## src/rtl/mem_access_unit_pkg.sv

```systemverilog
// rtl/mem_access_unit_pkg.sv - shared op/state encodings and decode helpers for mem_access_unit
package mem_access_unit_pkg;

    typedef enum logic [2:0] {
        OP_LW  = 3'd0,
        OP_LH  = 3'd1,
        OP_LHU = 3'd2,
        OP_LB  = 3'd3,
        OP_LBU = 3'd4,
        OP_SW  = 3'd5,
        OP_SH  = 3'd6,
        OP_SB  = 3'd7
    } op_e;

    typedef enum logic [1:0] {
        ST_IDLE = 2'd0,
        ST_RD   = 2'd1,
        ST_WR   = 2'd2,
        ST_DONE = 2'd3
    } state_e;

    function automatic logic is_load(input op_e op);
        return (op != OP_SW) && (op != OP_SH) && (op != OP_SB);
    endfunction

    function automatic logic misaligned(input op_e op, input logic [1:0] lo);
        case (op)
            OP_LW, OP_SW:         return lo != 2'b00;
            OP_LH, OP_LHU, OP_SH: return lo[0];
            default:              return 1'b0;
        endcase
    endfunction

endpackage

```

## src/rtl/mem_access_unit_lane_mux.sv

```systemverilog
// rtl/mem_access_unit_lane_mux.sv - little-endian lane extract/extend for loads and lane merge for stores
module lane_mux
    import mem_access_unit_pkg::*;
(
    input  logic [31:0] word,
    input  logic [1:0]  lane,
    input  op_e         op,
    input  logic [31:0] wdata,
    output logic [31:0] load_data,
    output logic [31:0] store_word
);

    logic [7:0]  byte_lane;
    logic [15:0] half_lane;

    always_comb begin
        byte_lane = word[{lane, 3'b000} +: 8];
        half_lane = lane[1] ? word[31:16] : word[15:0];

        load_data = word;
        case (op)
            OP_LB:   load_data = {{24{byte_lane[7]}}, byte_lane};
            OP_LBU:  load_data = {24'h0, byte_lane};
            OP_LH:   load_data = {{16{half_lane[15]}}, half_lane};
            OP_LHU:  load_data = {16'h0, half_lane};
            default: load_data = word;
        endcase

        // word is the previously read memory word for SH/SB
        store_word = word;
        case (op)
            OP_SW: store_word = wdata;
            OP_SH: begin
                if (lane[1]) store_word[31:16] = wdata[15:0];
                else         store_word[15:0]  = wdata[15:0];
            end
            OP_SB:   store_word[{lane, 3'b000} +: 8] = wdata[7:0];
            default: store_word = word;
        endcase
    end

endmodule

```

## src/rtl/mem_access_unit.sv

```systemverilog
// rtl/mem_access_unit.sv - load/store front end turning byte accesses into word reads/writes with RMW for sub-word stores
module mem_access_unit
    import mem_access_unit_pkg::*;
#(
    parameter logic [31:0] DATA_BASE   = 32'h10010000,
    parameter int          DEPTH_WORDS = 256
) (
    input  logic        clk,
    input  logic        rst,
    input  logic        req,
    input  logic [2:0]  op,
    input  logic [31:0] addr,
    input  logic [31:0] wdata,
    output logic        busy,
    output logic        done,
    output logic [31:0] rdata_out,
    output logic        addr_err,
    output logic        mem_ena,
    output logic        mem_wena,
    output logic [31:0] mem_addr,
    output logic [31:0] mem_wdata,
    input  logic [31:0] mem_rdata
);

    state_e      state, state_nx;
    op_e         op_r;
    logic [1:0]  lane_r;
    logic [31:0] idx_r, wdata_r, merge_reg;
    logic        err_r;

    logic [29:0] word_off;
    logic        range_err, cap_err;
    logic [31:0] lane_word, load_data, store_word;

    assign word_off  = 30'((addr - DATA_BASE) >> 2);
    assign range_err = (addr < DATA_BASE) || ({2'b00, word_off} >= 32'(DEPTH_WORDS));
    assign cap_err   = range_err || misaligned(op_e'(op), addr[1:0]);

    assign lane_word = (state == ST_WR) ? merge_reg : mem_rdata;

    lane_mux u_lane_mux (
        .word      (lane_word),
        .lane      (lane_r),
        .op        (op_r),
        .wdata     (wdata_r),
        .load_data (load_data),
        .store_word(store_word)
    );

    always_ff @(posedge clk) begin
        if (rst) state <= ST_IDLE;
        else     state <= state_nx;
    end

    always_comb begin
        state_nx  = state;
        mem_ena   = 1'b0;
        mem_wena  = 1'b0;
        mem_addr  = 32'h0;
        mem_wdata = 32'h0;
        case (state)
            ST_IDLE: begin
                if (req) begin
                    if (cap_err)                    state_nx = ST_DONE;
                    else if (op_e'(op) == OP_SW)    state_nx = ST_WR;
                    else                            state_nx = ST_RD;
                end
            end
            ST_RD: begin
                mem_ena  = 1'b1;
                mem_addr = idx_r;
                state_nx = is_load(op_r) ? ST_DONE : ST_WR;
            end
            ST_WR: begin
                mem_ena   = 1'b1;
                mem_wena  = 1'b1;
                mem_addr  = idx_r;
                mem_wdata = store_word;
                state_nx  = ST_DONE;
            end
            default: state_nx = ST_IDLE;
        endcase
        // a reset arriving mid-access must never produce a partial write
        if (rst) begin
            mem_ena  = 1'b0;
            mem_wena = 1'b0;
        end
    end

    assign busy     = (state != ST_IDLE);
    assign done     = (state == ST_DONE);
    assign addr_err = (state == ST_DONE) && err_r;

    always_ff @(posedge clk) begin
        if (rst) begin
            op_r      <= OP_LW;
            lane_r    <= 2'b00;
            idx_r     <= 32'h0;
            wdata_r   <= 32'h0;
            merge_reg <= 32'h0;
            err_r     <= 1'b0;
            rdata_out <= 32'h0;
        end else begin
            if (state == ST_IDLE && req) begin
                op_r    <= op_e'(op);
                lane_r  <= addr[1:0];
                idx_r   <= {2'b00, word_off};
                wdata_r <= wdata;
                err_r   <= cap_err;
            end
            if (state == ST_RD) begin
                if (is_load(op_r)) rdata_out <= load_data;
                else               merge_reg <= mem_rdata;
            end
        end
    end

endmodule
```

## config.mk

```make
export PLATFORM = sky130hd
export DESIGN_NAME = mem_access_unit
export DESIGN_NICKNAME = d
export VERILOG_FILES = /design/src/rtl/mem_access_unit_pkg.sv /design/src/rtl/mem_access_unit_lane_mux.sv /design/src/rtl/mem_access_unit.sv
export SDC_FILE = /design/constraint.sdc
export NUM_CORES = 1
export LEC_CHECK = 0
export BUFFER_PORTS_ARGS = -buffer_cell sky130_fd_sc_hd__buf_2
export CAP_MARGIN = 20
export CORE_AREA = 2 2 150 152
export CTS_BUF_LIST = sky130_fd_sc_hd__clkbuf_4
export CTS_CLUSTER_SIZE = 30
export DETAILED_ROUTE_END_ITERATION = 10
export DIE_AREA = 0 0 152 154
export PLACE_DENSITY = 0.59
export SYNTH_ARGS = -nofsm -noshare
export SYNTH_HDL_FRONTEND = slang
export SYNTH_HIERARCHICAL = 1
export SYNTH_SLANG_ARGS = --single-unit
```

## constraint.sdc

```tcl
create_clock -name clk -period 8.25 [get_ports clk]
set_input_delay 0.4125 -clock clk [delete_from_list [all_inputs] [get_ports clk]]
set_output_delay 0.4125 -clock clk [all_outputs]
set_load 0.02 [all_outputs]
```

== Word level (Yosys, flattened, before mapping) ==
Cells that the tools add are included.
W data, S select, Z words.

* Bits of input ports: 102
* Logic and storage cells: 68
* Output and inout bits: 101
* Bits in registers: 134

* Shift-type cells: 3
* Reduce and logical (&&, ||, !) cells: 15
* $add $sub $neg: 2
* Eq/ne operators: 18
* Magnitude comparators: 2
* Bitwise logic cells: 1
* Muxes and demuxes: 19

{| class="wikitable"
|+ Operators by type and width
! cell !! count
|-
| $pmux W32 S4 || 1
|-
| $pmux W32 S3 || 1
|-
| $mux W32 || 2
|-
| $mux W16 || 3
|-
| $bwmux W32 || 1
|-
| $lt A32 B29 Y1 const B || 1
|-
| $shift A8 B7 Y32 const A || 1
|-
| $shiftx A32 B6 Y8 || 1
|-
| $shiftx A8 B7 Y32 || 1
|-
| $sub A32 B29 Y32 const B || 1
|-
| $ge A30 B9 Y1 const B || 1
|-
| $mux W30 || 1
|-
| $eq A3 B3 Y1 const B || 6
|-
| $eq A3 B2 Y1 const B || 3
|-
| $ne A3 B3 Y1 const B || 3
|-
| $neg A5 Y7 || 1
|-
| $eq A3 B1 Y1 const B || 2
|-
| $mux W2 || 3
|-
| $pmux W2 S3 || 1
|-
| $mux W1 || 5
|-
| $eq A2 B2 Y1 const B || 2
|-
| $logic_and A1 B1 Y1 || 4
|-
| $reduce_and A2 Y1 || 2
|-
| $reduce_bool A2 Y1 || 2
|-
| other kinds (9) || 11
|}

== Logic depth before layout (Yosys ltp) ==
Gate-level depths: netlist of run 1.

* Depth after elaboration: 7
* Mapped depth: 12

== Hierarchy ==
The synthesis of run 1 kept the hierarchy.

{| class="wikitable"
|+ Modules (own cells, without submodules)
! module !! times used !! cells each !! area an instance (µm²)
|-
| mem_access_unit || 1 || 758 || 5,936.9
|-
| lane_mux || 1 || 241 || 1,570.3
|}

== Worst setup path after synthesis of run 1 ==
OpenSTA, ideal clock, no wires.

* Path type: register to register
* Start point: reg state[0]
* End point: reg rdata_out[16]
* Setup slack: 5.383 ns
* Arrival time: 2.735 ns
* Cell stages (with the launch flop): 13
* Clock period less this slack: 2.867 ns
* Library setup time: 0.132 ns
* Data required time: 8.118 ns
* Path through: dfxtp_1 inv_1 ha_1 buf_1 mux2_2 mux4_2 mux2_4 and3_4 buf_6 buf_6 a21o_1 nand2_1 a21oi_1

* Word-level cells in the longest chain between the ends: 4
* Elaborated cells on any way between the ends: 7
* Classes of those cells: 2 x eq/ne; 1 x shift; 3 x mux; 1 x reduce/logical

{| class="wikitable"
|+ RTL lines
! element !! RTL line !! source
|-
| from (decl) || mem_access_unit.sv:25 || <nowiki>state_e state, state_nx;</nowiki>
|-
| from (signal assigned) || mem_access_unit.sv:52 || <nowiki>else state <= state_nx;</nowiki>
|-
| $eq A2 B2 Y1 || mem_access_unit.sv:39 || <nowiki>assign lane_word = (state == ST_WR) ? merge_reg : mem_rdata;</nowiki>
|-
| $mux W32 || mem_access_unit.sv:39 ||
|-
| named net lane_word[23] || mem_access_unit.sv:33 || <nowiki>logic [31:0] lane_word, load_data, store_word;</nowiki>
|-
| $shiftx A32 B6 Y8 || mem_access_unit_lane_mux.sv:17 || <nowiki>byte_lane = word[{lane, 3'b000} +: 8];</nowiki>
|-
| $pmux W32 S4 || mem_access_unit_lane_mux.sv:21 || <nowiki>case (op)</nowiki>
|-
| named net load_data[16] || mem_access_unit.sv:33 ||
|-
| to (signal assigned) || mem_access_unit.sv:112 || <nowiki>if (is_load(op_r)) rdata_out <= load_data;</nowiki>
|-
| to (decl) || mem_access_unit.sv:16 || <nowiki>output logic [31:0] rdata_out,</nowiki>
|}

The timed path passes the listed nets, and every way through them passes these cells.
A chain may end at the register's enable or synchronous reset.

== Worst setup path after layout of run 1 ==
* Start point: reg lane_r[0]
* End point: out mem_wdata[30]

* Word-level cells in the longest chain between the ends: 5
* Elaborated cells on any way between the ends: 6
* Classes of those cells: 1 x add/sub; 2 x shift; 3 x mux

{| class="wikitable"
|+ RTL lines
! element !! RTL line !! source
|-
| from (decl) || mem_access_unit.sv:27 || <nowiki>logic [1:0] lane_r;</nowiki>
|-
| from (signal assigned) || mem_access_unit.sv:106 || <nowiki>lane_r <= addr[1:0];</nowiki>
|-
| $neg A5 Y7 (*) || mem_access_unit_lane_mux.sv:37 || <nowiki>OP_SB: store_word[{lane, 3'b000} +: 8] = wdata[7:0];</nowiki>
|-
| $shiftx A8 B7 Y32 / $shift A8 B7 Y32 (equally long branches) || mem_access_unit_lane_mux.sv:37 ||
|-
| $bwmux W32 (*) || mem_access_unit_lane_mux.sv:37 ||
|-
| $pmux W32 S3 (*) || mem_access_unit_lane_mux.sv:31 || <nowiki>case (op)</nowiki>
|-
| named net store_word[30] || mem_access_unit.sv:33 ||
|-
| $mux W32 (*) || mem_access_unit.sv:61 || <nowiki>case (state)</nowiki>
|-
| to (decl) || mem_access_unit.sv:21 || <nowiki>output logic [31:0] mem_wdata,</nowiki>
|}

The timed path passes the listed nets; every way through them passes the cells marked *.

==> key figures, run 1 <==
Timing
  • Final Max Slew Viols: 0
  • Final hold vios: 0
  • Worst Skew: about 0.017 ns
  • Setup_tns: 0 ns
  • Final Cycle Share: between 40 and 50%
  • Fmax: 251 MHz
  • RSZ-0062 raised after global routing: false
  • Final setup vio count: 0
  • Final min period: about 4 ns
  • Slew HR: a little under a third
  • Actual slew at the worst max-slew pin: roughly 1.0 ns

Clocking
  • Clk buf depth: 2
  • Clock root buffer: clkbuf_4
  • Clock latency on the worst-skew pair: 0.55 ns
  • Setup Fix Bufs, Post-CTS: 0
  • CTS tree: built
  • Post-cts resize count: 0
  • Cts hold-fix bufs: 0
  • H-tree depth: 4
  • CTS Sinks: between 100 and 150
  • Clock transition at path regs: ~0.13 ns
  • CTS Buf Count: 17

Setup path
  • CP peak stage delay: roughly 0.83 ns
  • Crit-path slowest cell: dfxtp_1
  • Crit end category: output port
  • CP max FO: 23
  • CP startpoint: lane_r[0]$_SDFFE_PP0P_
  • Worst path cell trace: inv_1 -> ha_1 -> nor4bb_1 -> nor3b_2 -> a21oi_1 -> o21ai_1 -> and2_1 -> buf_2
  • WP data arrival: 3.58 ns
  • R2r startpoint: state[0]$_SDFFE_PP0P_
  • Critical path class: flop to output port
  • WP data required: 7.84 ns
  • Critical Path Source Type: flop

Drt
  • First DRT Iteration DRCs: 825
  • ANT nets after route: 0
  • DRC: 0
  • Number of iterations in the first detailed-routing pass: 7
  • Drt wl/cell: approximately 18 µm
  • Via Count: approximately 7,700
  • Vias per cell: 5.36
  • Total Wirelength: approximately 26 mm

Power
  • Static Leak: between 0.003 and 0.004 µW
  • Overall power: about 2500 µW
  • Power per Cell Area: about 280 nW/µm²
  • Peak VDD IR: ~0.12 mV

Die
  • Cell row count: 54
  • I/O pin count: 203
  • Height of the die: roughly 150 µm
  • Die area: 23,400 µm²
  • Initial cell density of the core: roughly a third
  • Total core area: 21,700 µm²
  • Die Span X: 152 µm

Logic synthesis
  • Post-synth top area cell: dfxtp_1
  • Yosys reg bits: 134
  • Post-synthesis sequential area ratio: 35.7%
  • Cell area after synthesis: 7510 µm²
  • Primary FF master, synth: dfxtp_1
  • Mean post-synth cell area: approximately 7.5 µm²
  • Asr flop ratio synth: 0%
  • Commonest cells in the synthesized netlist: 262 x nand2_1, 134 x dfxtp_1, 133 x a21oi_1
  • Post-Syn Instances: approximately 1,000
  • Most frequent cell after synthesis: nand2_1
  • Number of flops mapped to enable cells by yosys: 0
  • Yosys top cell area share: roughly 36%
  • Synth warnings: 6
  • Largest cells by area after synthesis: dfxtp_1 36%, nand2_1 13%, a21oi_1 8.9%, and2_1 5.5%, mux2_2 4.8%
  • Yosys cell types: 70

Placement
  • Final GP Congestion: between 0.9 and 1
  • Dpl hpwl: approximately 19 mm
  • I/O Buffers: 200

GRT
  • GR Overflow Total: 0
  • Vias in the first global route: 7,200
  • GRT Resource Usage Total: between 20 and 25%
  • Initial antenna violation count: 2
  • Largest net degree at the start of global routing: between 80 and 90
  • First-pass GRT wire length: slightly above 40 mm

Flow run
  • MaxCap Viol Count: 0

Hold path
  • HP Class: input port to flop
  • Hold_sp: wdata[3]

Layout
  • Layout overhead on the synthesized area: 19.1%
  • Fill cells: around 2,300
  • Fin nets: 1,264
  • Layout cell share with drive strength beyond 1: 24.8%

Outcome
  • Status: finished, final reports clean
==> cell usage in the layout, fill, tap and decap left out, drive strengths merged, types with 4 or more instances in the layout <==
master / synthesis / routed
nand2: 262 / 262
buf: 14 / 207
a21oi: 135 / 135
dfxtp: 134 / 134
and2: 66 / 66
mux2: 34 / 34
inv: 28 / 31
nor2: 28 / 28
a21o: 26 / 26
o21ai: 22 / 22
a211oi: 18 / 18
clkbuf: 62 / 18
a22o: 16 / 16
a222oi: 15 / 15
nor3: 14 / 14
nand3: 12 / 12
ha: 12 / 12
nor2b: 8 / 8
nor4: 7 / 7
xnor2: 6 / 6
or4: 5 / 5
a221oi: 5 / 5
o22ai: 5 / 5
nor3b: 5 / 5
clkinv: 0 / 5
a311oi: 4 / 4
bufinv: 0 / 4
or3: 4 / 4
==> critical path, delay by kind of cell, from the launching register on <==
kind	cells	cell delay (ns)
adder cells (fa/ha/maj)	1	0.40
flip-flops	1	0.83
AND/OR/NAND/NOR	3	1.10
buffers and inverters	2	0.41
AO/OA/AOI/OAI	2	0.28
==> kinds of logic after synthesis <==
kind of cell,Yosys count,share of synthesized area [%]
and+or+nand+nor,431,26.7
xor gates and xnor gates,9,1.05
muxes,35,5.45
AOI/OAI and AO/OA,271,23.2
buffers and inverters,104,5.63
DFF,134,35.7
adders and majority gates,14,2.27
other,1,0.0500
==> final timing paths <==
check	end	slack, ns	cells past startpoint
setup / recovery	mem_wdata[30]	4.26	8
hold reg to reg	idx_r[2]$_SDFFE_PP0P_	0.46	2
hold / removal	wdata_r[3]$_SDFFE_PP0P_	0.08	3
setup reg to reg	rdata_out[23]$_SDFFE_PP0P_	5.08	10
==> layout make-up <==
type | count | area [µm²] | share of cell area, %
antenna | 1 | 2.50 | 0.0280
clock buffer | 18 | 135 | 1.51
clock inverter | 14 | 198 | 2.21
inverter | 28 | 105 | 1.18
multi-input combinational | 762 | 4410 | 49.4
sequential | 134 | 2680 | 30.0
tap | 280 | 350 | 3.92
timing repair buffer | 207 | 1050 | 11.8
==> metrics by stage <==
step / instance area [µm²] / util, % / hold WS, ns / std cells / setup WS, ns
floorplan: 7510 / - / 0.427 / 1000 / 5.38
global placement: 8600 / 39.7 / 0.435 / 1410 / 4.98
detailed placement: 8600 / 39.7 / 0.443 / 1410 / 4.89
CTS: 8930 / 41.2 / 0.0388 / 1442 / 4.27
global route: 8940 / 41.2 / 0.0380 / 1444 / 3.97
finish: 8940 / 41.2 / 0.0831 / 1444 / 4.26
==> metal layers <==
metal / global-route usage [%] / share of wire [%] / up-vias
li1: - / - / 3757
met1: 30.5 / 46 / 3636
met2: 33.7 / 45 / 323
met3: 4.48 / 7.2 / 31
met4: 6.28 / 1.8 / 0
met5: 0 / 0 / -
==> power by group <==
| group | switching (µW) | leakage, µW | internal [µW] |
|---|---|---|---|
| Clock | 273 | 0.000173 | 247 |
| Sequential | 93.5 | 0.00109 | 751 |
| Combinational | 743 | 0.00254 | 406 |
Note: power is estimated with default switching activity, not from simulation.
==> inputs of run 2 (changes only) <==
PLACE_DENSITY = 0.62   (was 0.59)
clock period = 3.35 ns   (was 8.25 ns; I/O delays follow)
==> run 2 against run 1 <==
  * Global-route usage rose by 0.83 points
  * Power up 150%
  * Sequential share of layout area is 3.3 points lower
  * Highest routed layer unchanged
  * Register-to-register slack worse by 4.4 ns
  * Critical path type unchanged
  * First-iteration DRC count grew 13%
  * Die area is the same
  * Core utilization is 5.1 points higher
  * Non-clock buffer count up 111
  * Wire length increased by 3.0%
  * Sequential power rose by 140%
  * Clock skew rose by 0.0018 ns
==> key figures, run 2 (same netlist as run 1, synthesis figures left out) <==
Outcome
  • Status: finished, final reports clean

Layout
  • Fin nets: around 1,400
  • Non-Filler Instances: approximately 1,600
  • Most frequent cells in the layout: 262 x nand2_1, 199 x buf_2, 133 x a21oi_1, 133 x dfxtp_1, 103 x dlygate4sd3_1
  • Most common cell after layout, fill and taps aside: nand2_1
  • Layout cell share with drive strength beyond 1: between 20% and 30%
  • Layout overhead on the synthesized area: 33.9%

Drt
  • DRC: 0
  • Total Wirelength: 27.1 mm
  • Via Count: approximately 8,300
  • Drt wl/cell: about 17 µm
  • First DRT Iteration DRCs: a little over 900
  • Vias per cell: 5.31
  • Number of iterations in the first detailed-routing pass: 9
  • ANT nets after route: 0

Setup path
  • WP data required: between 3 and 4 ns
  • Reg2reg setup slack: roughly 0.66 ns
  • Critical path class: flop to output port
  • R2r startpoint: state[0]$_SDFFE_PP0P_
  • Critical Path Source Type: flop
  • R2r worst-path depth: 9
  • CP Capture Point: mem_wdata[7]
  • Crit end category: output port
  • CP max FO: 21
  • CP startpoint: op_r[0]$_SDFFE_PP0P_
  • FF-to-FF End: rdata_out[30]$_SDFFE_PP0P_
  • WP data arrival: between 2 and 3 ns

Hold path
  • HP Class: input port to flop

Die
  • I/O pin count: a little over 200
  • Total core area: 21,700 µm²
  • Die Span X: between 150 and 200 µm
  • Die area: 23,400 µm²
  • Initial cell density of the core: roughly a third
  • Height of the die: 154 µm
  • Cell row count: 54

Power
  • Overall power: 6270 µW
  • Static Leak: about 0.0043 µW
  • Power per Cell Area: 624 nW/µm²
  • Peak VDD IR: ~0.3 mV

Timing
  • Actual slew at the worst max-slew pin: 0.862 ns
  • Final WS setup: 0.247 ns
  • Worst Skew: around 0.019 ns
  • Final Max Slew Viols: 0
  • Final Cycle Share: between 90% and 100%
  • Final min period: just over 3 ns
  • Slew HR: between 40 and 50%
  • RSZ-0062 raised after global routing: false
  • Final setup vio count: 0
  • Setup_tns: 0 ns
  • Fmax: 322 MHz
  • Final hold vios: 0

GRT
  • First-pass GRT wire length: 42.3 mm
  • GRT Resource Usage Total: a little under a quarter
  • Largest net degree at the start of global routing: 64
  • Vias in the first global route: about 7,800
  • Initial antenna violation count: 2
  • GR Overflow Total: 0

Clocking
  • CTS Buf Count: 17
  • Clock latency on the worst-skew pair: around 0.55 ns
  • H-tree depth: 4
  • Clock root buffer: clkbuf_4
  • CTS tree: built
  • Clk buf depth: 2
  • CTS Sinks: between 100 and 150
  • Clock transition at path regs: about 0.12 ns

Placement
  • DP Worst Slack: just under 0.7 ns
  • Final GP Congestion: roughly 0.96
  • Dpl hpwl: 19.0 mm
  • Cell count after placement: around 1,400
  • I/O Buffers: 200

Flow run
  • MaxCap Viol Count: 0
==> run 2: power by group <==
group | internal, µW | total, µW | switching (µW)
clock | 583 | 1210 | 623
combinational | 1110 | 3000 | 1890
sequential | 1850 | 2060 | 205
==> run 2: worst min-delay path by stage <==
stage | startpoint | end | slack (ns) | cells after the start
6_report | addr[19] | idx_r[17]$_SDFFE_PP0P_ | 0.09 | 4
5_1_grt | addr[19] | idx_r[17]$_SDFFE_PP0P_ | 0.07 | 4
4_1_cts | addr[19] | idx_r[17]$_SDFFE_PP0P_ | 0.02 | 4
3_5_place_dp | addr[2] | idx_r[0]$_SDFFE_PP0P_ | 0.41 | 3
3_3_place_gp | addr[5] | idx_r[3]$_SDFFE_PP0P_ | 0.41 | 3
2_1_floorplan | addr[16] | idx_r[14]$_SDFFE_PP0P_ | 0.26 | 1
==> run 2: timing repair <==
item	CTS	global route
hold buffers	103	0
buffers inserted	0	0
setup endpoints to repair	0	21
gates resized for setup	0	6
hold endpoints to repair	98	0
==> run 2: final cells by class <==
class,count,area (µm²)
multi-input cells,762,4420
clock inverters,14,185
clock buffers,17,128
repair buffers,318,2170
inverters,28,105
well taps,280,350
fillers,2137,11600
diodes,2,5.00
flip-flops and latches,134,2680
==> run 2: routing by layer <==
metal / part of all wire, % / global-route usage [%] / wire, µm
met2: 44 / 34.3 / 11800
met5: 0 / 0 / 0
met3: 6.5 / 4.26 / 1760
met4: 3.1 / 8.37 / 838
met1: 47 / 31.8 / 12600
==> run 2: stage by stage <==
step	hold slack (ns)	util, %	instance area (µm²)
floorplan	0.263	-	7510
global placement	0.410	40.0	8680
detailed placement	0.414	40.0	8680
CTS	0.0200	46.2	10000
global route	0.0670	46.3	10000
finish	0.0916	46.3	10000
==> run 2: critical path: stages, from the launching register on <==
cell	delay, ns
dfxtp_1	0.75
nand2b_1	0.30
a21oi_2	0.44
or2_1	0.34
a22o_1	0.24
and2_1	0.15
buf_2	0.17
==> inputs of run 3 (changes only) <==
ABC_AREA = 1   (was default)
CORE_AREA = 2 2 161 163   (was 2 2 150 152)
DIE_AREA = 0 0 163 165   (was 0 0 152 154)
PLACE_DENSITY = 0.6   (was 0.62)
==> run 3 against run 2 <==
  * Wire length is 14% higher
  * First-iteration DRC count fell by 18%
  * Final cell count up 32%
  * Flip-flop and latch count is the same
  * Count of clock-buffer cells in the layout is the same
  * Core utilization fell by 1.9 points
  * Fmax shrank 1.2%
  * Non-clock buffer count shrank 4
  * Hold slack worse by 0.033 ns
  * Critical endpoint is now mem_wdata[28]
==> key figures, run 3 <==
Placement
  • Dpl hpwl: 22.1 mm
  • Final GP Congestion: about 0.94
  • I/O Buffers: 200
  • Cell count after placement: 1,929

Timing
  • RSZ-0062 raised after global routing: false
  • Final setup vio count: 0
  • Final Max Slew Viols: 0
  • Actual slew at the worst max-slew pin: 1.10 ns
  • Fmax: approximately 320 MHz
  • Final Cycle Share: 93.8%
  • Final min period: about 3.1 ns
  • Setup_tns: 0 ns
  • Worst Skew: 0.0267 ns
  • Final hold vios: 0
  • Slew HR: approximately a quarter

Setup path
  • Worst path cell trace: inv_1 -> ha_1 -> inv_1 -> buf_12 -> o21ai_0 -> inv_1 -> a21oi_1 -> nand2_1 -> nand3_1 -> nand2_1 -> inv_1 -> buf_2
  • Crit end category: output port
  • WP data required: approximately 3.2 ns
  • CP dominant cell by count: inv_1
  • WP data arrival: slightly below 3 ns
  • Crit-path slowest cell: o21ai_0
  • CP max FO: between 60 and 70
  • Critical path class: flop to output port
  • Critical Path Source Type: flop
  • CP peak stage delay: approximately 0.73 ns

Layout
  • Footprint of the multi-input gates: approximately 4900 µm²
  • Layout cell share with drive strength beyond 1: about 17%
  • Most common cell after layout, fill and taps aside: nand2_1
  • Fin nets: between 1,500 and 2,000
  • Layout overhead on the synthesized area: 28.8%
  • Most frequent cells in the layout: 499 x nand2_1, 199 x buf_2, 176 x inv_1
  • Non-Filler Instances: roughly 2,000
  • Fill cells: 2,757
  • Reg area: about 2700 µm²

Die
  • Die Span X: roughly 160 µm
  • Die area: between 20,000 and 30,000 µm²
  • Cell row count: a little under 60
  • Total core area: between 20,000 and 30,000 µm²
  • Initial cell density of the core: between 30% and 40%
  • I/O pin count: 203
  • Height of the die: 165 µm

Clocking
  • CTS Buf Count: 17
  • Clock latency on the worst-skew pair: ~0.55 ns
  • CTS Sinks: ~130
  • Clock transition at path regs: roughly 0.14 ns
  • Clk buf depth: 2
  • Clock root buffer: clkbuf_4
  • CTS tree: built
  • H-tree depth: 4

Drt
  • Via Count: just under 10,000
  • Met3 wire length: 2.17 mm
  • DRC: 0
  • First DRT Iteration DRCs: 765
  • WL met1: 13.4 mm
  • Drt wl/cell: 15.0 µm
  • Met2 wire len: 14.9 mm
  • DR top layer: met4
  • ANT nets after route: 0
  • Vias per cell: around 4.8
  • Number of iterations in the first detailed-routing pass: 5
  • Total Wirelength: a little over 30 mm

Power
  • Seq pwr share: 29.4%
  • Peak VDD IR: just over 0.3 mV
  • Sw Share: approximately 50%
  • Static Leak: roughly 0.0058 µW
  • Net switching power: about 3600 µW
  • P_int: 3540 µW
  • Clock power frac: between 10% and 20%
  • Power per Cell Area: between 600 and 700 nW/µm²
  • Logic pwr share: between 50% and 60%

Logic synthesis
  • Asr flop ratio synth: 0%
  • Yosys cell types: 37
  • Mean post-synth cell area: approximately 5.9 µm²
  • Post-Syn Instances: about 1,500
  • Synth warnings: 6
  • Post-synthesis sequential area ratio: between 30% and 40%
  • Yosys reg bits: about 130
  • Number of flops mapped to enable cells by yosys: 0
  • Primary FF master, synth: dfxtp_1
  • Most frequent cell after synthesis: nand2_1
  • Post-synth top area cell: dfxtp_1
  • Largest cells by area after synthesis: dfxtp_1 31%, nand2_1 22%, inv_1 7.7%, nand3_1 7.4%, nor2_1 7.3%
  • Commonest cells in the synthesized netlist: 499 x nand2_1, 177 x inv_1, 168 x nor2_1
  • Yosys top cell area share: between 30% and 40%
  • Cell area after synthesis: ~8600 µm²

GRT
  • Vias in the first global route: just over 9,000
  • Largest net degree at the start of global routing: 66
  • Initial antenna violation count: 1
  • GR Overflow Total: 0
  • GRT Resource Usage Total: between 20 and 25%
  • First-pass GRT wire length: 48.0 mm

Flow run
  • MaxCap Viol Count: 0

Hold path
  • HP Class: input port to flop

Outcome
  • Status: finished, final reports clean
==> run 3: cell count changes after synthesis, sizes merged, moves of 16 or more <==
cell    before  now
nand2      262  504
inv         28  183
nor2        28  180
nand3       12  131
and2        66    0
o21ai       22   74
a21oi      135   94
mux2        34    0
a21o        26    0
a211oi      18   41
buf         14   31
a22o        16    0
==> run 3: critical path: cells and delay by family (launching register included) <==
| kind | cells | cell delay (ns) |
|---|---|---|
| buf+inv | 6 | 0.70 |
| fa+ha+maj | 1 | 0.17 |
| compound gates | 2 | 0.92 |
| flops | 1 | 0.37 |
| simple gates | 3 | 0.24 |
==> run 3: path summary, 6_finish.rpt <==
kind	startpoint	to	slack [ns]	cells past startpoint
max reg2reg	state[0]$_SDFFE_PP0P_	rdata_out[22]$_SDFFE_PP0P_	0.73	11
min	addr[31]	idx_r[29]$_SDFFE_PP0P_	0.06	5
max	state[0]$_SDFFE_PP0P_	mem_wdata[28]	0.21	12
min reg2reg	merge_reg[20]$_SDFFE_PP0P_	merge_reg[20]$_SDFFE_PP0P_	0.47	2
==> run 3: area by class of cell <==
class / count / area share, %
Clock inverter: 15 / 1.53
Sequential cell: 134 / 24.1
Clock buffer: 17 / 1.15
Tap cell: 330 / 3.71
Timing Repair Buffer: 314 / 19.3
Inverter: 184 / 6.21
Multi-Input combinational cell: 1065 / 43.9
Antenna cell: 1 / 0.0225
==> run 3: repair_timing <==
item                                    4_1_cts  5_1_grt
hold endpoints to repair                     98        0
gates resized for setup                       2        6
hold buffers                                 97        0
pin swaps                                     0        0
endpoints found under the setup margin        2        6
setup buffers                                 0        0
==> run 3: per-stage QoR <==
step                      utilization (%)  total power, µW  setup slack [ns]  hold WS, ns  instance area (µm²)
after floorplan                         -             4630             0.769        0.267                 8630
after global placement               39.2             5810             0.700        0.412                 9810
after detailed placement             39.2             5830             0.607        0.417                 9820
after CTS                            44.3             7100            0.0102      0.00371                11100
after global routing                 44.4             7660            0.0363       0.0440                11100
final                                44.4             7110             0.209       0.0584                11100
==> run 3: kinds of logic (layout without fill, tap and decap cells) <==
logic type / Yosys count / after routing / synth area share [%]
buffers and inverters: 266 / 530 / 12.4
adder cells (fa/ha/maj): 12 / 12 / 1.74
XOR/XNOR: 2 / 2 / 0.290
other: 1 / 3 / 0.0435
flip-flops: 134 / 134 / 31.1
AO/OA/AOI/OAI: 215 / 215 / 14.0
AND/OR/NAND/NOR: 834 / 834 / 40.4
==> run 3: layer usage <==
metal	vias up	global-route usage [%]
li1	5107	-
met1	4468	28.9
met2	325	38.5
met3	27	5.20
met4	0	5.95
met5	-	0
==> run 3: power by group through the flow <==
stage	registers, µW	clock network, µW	logic, µW
2_1_floorplan	2170	0	2460
3_3_place_gp	2120	0	3690
3_5_place_dp	2130	0	3700
4_1_cts	2090	1210	3800
5_1_grt	2130	1270	4260
6_report	2090	1170	3850
